--- config.mk ---
export PLATFORM = sky130hd
export DESIGN_NAME = key_repeat
export DESIGN_NICKNAME = d
export VERILOG_FILES = /design/src/rtl/key_repeat.sv
export SDC_FILE = /design/constraint.sdc
export NUM_CORES = 1
export LEC_CHECK = 0
export CORE_AREA = 2 2 39 41
export CTS_BUF_LIST = sky130_fd_sc_hd__clkbuf_2 sky130_fd_sc_hd__clkbuf_4 sky130_fd_sc_hd__clkbuf_8
export DETAILED_ROUTE_END_ITERATION = 16
export DIE_AREA = 0 0 41 43
export DONT_BUFFER_PORTS = 1
export GPL_ROUTABILITY_DRIVEN = 0
export MAX_ROUTING_LAYER = met4
export SKIP_LAST_GASP = 1
export SLEW_MARGIN = 20
export SYNTH_ARGS = -nofsm -noshare
export SYNTH_HDL_FRONTEND = slang
export SYNTH_SLANG_ARGS = --single-unit
--- constraint.sdc ---
create_clock -name clk -period 1.15 [get_ports clk]
set_input_delay 0.23 -clock clk [delete_from_list [all_inputs] [get_ports clk]]
set_output_delay 0.23 -clock clk [all_outputs]
set_load 0.02 [all_outputs]
--- src/rtl/key_repeat.sv ---
// Key press/release pulse generator with typematic auto-repeat for the maze controller.
// Optional auto-repeat is built only when KEY_REPEAT_EN is defined; otherwise press/release edges only.
module key_repeat #(
   parameter int N     = 4,
   parameter int DELAY = 2000,
   parameter int RATE  = 500
) (
   input  logic         clk,
   input  logic         nrst,
   input  logic [N-1:0] key_n,
   output logic [N-1:0] key_pulse,
   output logic [N-1:0] key_rel,
   output logic         rpt_active
);

   if (DELAY < 2 || DELAY > 24'hFFFFFF || RATE < 2 || RATE > 24'hFFFFFF) begin : g_bad_timing
      $error("key_repeat: DELAY and RATE must lie in 2..2^24-1");
   end

   logic [N-1:0] prev_q;
   logic [N-1:0] pulse_q, pulse_d;
   logic [N-1:0] rel_q;
   logic [N-1:0] press;
   logic [N-1:0] release_e;

   assign press     = prev_q & ~key_n;
   assign release_e = ~prev_q & key_n;

   always_ff @(posedge clk or negedge nrst) begin
      if (!nrst) begin
         prev_q  <= '1;
         pulse_q <= '0;
         rel_q   <= '0;
      end else begin
         prev_q  <= key_n;
         pulse_q <= pulse_d;
         rel_q   <= release_e;
      end
   end

   assign key_pulse = pulse_q;
   assign key_rel   = rel_q;

`ifdef KEY_REPEAT_EN
   typedef enum logic [1:0] {
      S_IDLE,
      S_DELAY,
      S_REPEAT
   } state_t;

   localparam logic [23:0] DLY_END  = 24'(DELAY - 1);
   localparam logic [23:0] RATE_END = 24'(RATE - 1);

   state_t       state_q, state_d;
   logic [23:0]  cnt_q, cnt_d;
   logic         rpt_q, rpt_d;
   logic         fire;
   logic [N-1:0] held;
   logic [N-1:0] target;
   logic         change;

   assign held   = ~key_n;
   // Isolates the lowest set bit: the lowest-index held key owns the repeat.
   assign target = held & (~held + N'(1));
   assign change = (key_n != prev_q);

   always_comb begin
      state_d = state_q;
      cnt_d   = cnt_q;
      fire    = 1'b0;
      if (change) begin
         cnt_d   = '0;
         state_d = (|held) ? S_DELAY : S_IDLE;
      end else begin
         case (state_q)
            S_DELAY: begin
               if (cnt_q == DLY_END) begin
                  fire    = 1'b1;
                  state_d = S_REPEAT;
                  cnt_d   = '0;
               end else begin
                  cnt_d = cnt_q + 24'd1;
               end
            end
            S_REPEAT: begin
               if (cnt_q == RATE_END) begin
                  fire  = 1'b1;
                  cnt_d = '0;
               end else begin
                  cnt_d = cnt_q + 24'd1;
               end
            end
            default: begin
               state_d = S_IDLE;
               cnt_d   = '0;
            end
         endcase
      end
      pulse_d = press | (fire ? target : '0);
      rpt_d   = (state_d == S_REPEAT);
   end

   always_ff @(posedge clk or negedge nrst) begin
      if (!nrst) begin
         state_q <= S_IDLE;
         cnt_q   <= '0;
         rpt_q   <= 1'b0;
      end else begin
         state_q <= state_d;
         cnt_q   <= cnt_d;
         rpt_q   <= rpt_d;
      end
   end

   assign rpt_active = rpt_q;
`else
   always_comb begin
      pulse_d = press;
   end

   assign rpt_active = 1'b0;
`endif

endmodule

==> results of run 1 <==
## worst paths after layout
check	endpoint	slack, ps	cells past startpoint
min in group asynchronous	key_pulse[2]	370	1
hold / removal	key_rel[3]	110	1
hold reg to reg	key_pulse[2]	580	1
max in group asynchronous	prev_q[2]	420	1
setup reg to reg	key_rel[1]	310	1
setup / recovery	key_pulse[0]	210	0
## Yosys cell counts
library cell  count
dfstp_2           4
and2b_2           8
dfrtp_1           8
buf_4             1
conb_1            1
## cells by family (layout without fill, tap and decap cells)
family | count (synthesis) | after routing | synth area share [%]
buffers and inverters | 1 | 9 | 1.94
flip-flops | 12 | 12 | 79.0
other | 1 | 1 | 0.970
AND/OR/NAND/NOR | 8 | 8 | 18.1
## sequential cells by signal, summed over array words and instances (netlist names)
name       cells
key_pulse      4
key_rel        4
prev_q         4
## per-stage QoR
| stage | instances | util, % |
|---|---|---|
| 3_5_place_dp | 37 | 28.8 |
| 5_1_grt | 46 | 35.1 |
| 4_1_cts | 46 | 35.1 |
| 3_3_place_gp | 37 | 28.8 |
| 2_1_floorplan | 22 | - |
| 6_report | 46 | 35.1 |
## metal layers
metal | global-route usage [%] | vias to the layer above | wire [microns]
met1 | 9.67 | 78 | 221
met5 | - | - | 0
li1 | - | 79 | -
met3 | 6.28 | 2 | 54
met2 | 11.3 | 12 | 250
met4 | 8.00 | 0 | 19
## layout make-up
class | count | area, sq um
Fill cell | 133 | 898
Sequential cell | 12 | 305
Multi-Input combinational cell | 9 | 73.8
Timing Repair Buffer | 5 | 50.0
Clock buffer | 4 | 36.3
Tap cell | 16 | 20.0
## power groups by stage
| stage | Clock [mW] | Combinational [mW] | Sequential (mW) |
|---|---|---|---|
| final | 0.318 | 0.0397 | 0.476 |
| after global placement | 0 | 0.0179 | 0.483 |
| after CTS | 0.331 | 0.0406 | 0.477 |
| after detailed placement | 0 | 0.0191 | 0.485 |
| after floorplan | 0 | 0.0202 | 0.481 |
| after global routing | 0.363 | 0.0441 | 0.480 |
==> results.yml, run 1 <==
outcome:
  status: "complete, no violations"
critical_path:
  cp-start-kind: "flip-flop"
  cp_max_fo: 1
  crit_arrival_ps: 710
  crit_required_ps: 920
  cp-end-kind: "primary output"
  critPathKind: "reg2out"
  worstSetupStartpoint: "key_pulse[0]"
  reg2reg_from: "prev_q[1]"
synth:
  synth_cells: 22
  ys_ff_latch: 12
  synth_top_area_share_pct: 51.8
  synth_top_area_cell: "dfrtp_1"
  syn_avg_cell_area_sq_um: 17.6
  ys_seq_area_share_pct: 79.0
  synthesis.area_sq_um: 387
  mappedNetlistNets: 28
  yosys.cell_types.count: 5
  yosys_warnings: 0
  synth_top_cells_by_area: "dfrtp_1 (52%), dfstp_2 (27%), and2b_2 (18%)"
detailed_routing:
  drc: 0
  initialDrtViolationCount: 1
  drt-total-wl_microns: 546
  ant_nets: 0
  wl_per_cell_microns: 11.9
  vias: 171
  routed_via_density: 3.72
  drtPass1Iterations: 2
floorplan:
  initial_core_util_pct: 27.9
  ioPinCount: 15
  fp-row-count: 14
  die_height_microns: 43
  die_area_sq_um: 1760
  fp.dieW_microns: 41
  core_sq_um: 1380
cts:
  post_cts_buffers: 0
  tritoncts: "done"
  cts_inserted_buffers: 3
  hold_buffers: 5
  cts_resized: 0
  clock-sinks: 12
  cts_buffer_depth: 2
  clkTransAtPathRegs_ps: 70
  clockRootBuffer: "clkbuf_4"
  clkLatencyLatePin_ps: 260
  h-tree-depth: 1
layout:
  antenna-diode-count: 0
  final_area_sq_um: 485
  drive_gt1_share_pct: 53.3
  syn_to_final_growth_pct: 25.6
  final_nets: 37
  mostFrequentLayoutCells: "and2b_2 (8), dfrtp_1 (8), dlygate4sd3_1 (5)"
pwr:
  peakVddDrop_uv: 449
  seqPwrFrac_pct: 57.1
  sw_frac_of_total_pct: 20.3
  p_sw_mw: 0.169
  leakage_nw: 0.230
  combPwrFrac_pct: 4.8
  power.density_nw_per_um2: 1720
  intPower_mw: 0.665
  clockPowerShare_pct: 38.2
  power.total_mw: 0.834
global_routing:
  globalRouteOverflowTotal: 0
  grt_max_degree: 13
  grt_pass1_wl_microns: 931
  grt_pass1_vias: 198
  grt_antenna_before_repair: 0
  grt_use_total_pct: 9.26
sta:
  rsz0062_at_grt: "false"
  relSlewSlack_pct: 66.4
  hold_ws_ps: 108
  tightest_slew_ps: 503
  max_freq_ghz: 1.06
  setup_tns_ps: 0
  min_period_ps: 942
  skew_ps: 2.54
  setup_ws_ps: 208
  min_period_over_period_pct: 81.9
  setup_viol: 0
  hold_violations: 0
  maxSlewViolCount: 0
place:
  place_ws_ps: 317
  hpwl_microns: 407
  io_buffers: 0
  placed_cell_area_sq_um: 399
job:
  maxCapViolCount: 0
worst_hold_path:
  hold_class: "in2reg"
  worstHoldStart: "key_n[3]"
Note: power is estimated with default switching activity, not from simulation.
==> run 2, diff against run 1 <==
- clock period: 1.15 -> 1 ns (I/O delays scaled with it)
==> results of run 2 <==
The final DEF is identical to that of run 1. Status: complete, no violations.
Among the figures that moved: setup slack after placement 317 ps -> 167 ps; setup slack after layout 208 ps -> 87.9 ps; hold slack 108 ps -> 78.4 ps; register-to-register setup slack 310 ps -> 160 ps; total power 0.834 mW -> 0.959 mW; worst IR drop on VDD 449 uV -> 516 uV
==> run 3, diff against run 2 <==
- SKIP_LAST_GASP: 1 -> unset
==> results of run 3 <==
The final DEF is identical to that of run 1. Status: complete, no violations.
Among the figures that moved: setup slack after placement 317 ps -> 167 ps; setup slack after layout 208 ps -> 87.9 ps; hold slack 108 ps -> 78.4 ps; register-to-register setup slack 310 ps -> 160 ps; total power 0.834 mW -> 0.959 mW; worst IR drop on VDD 449 uV -> 516 uV
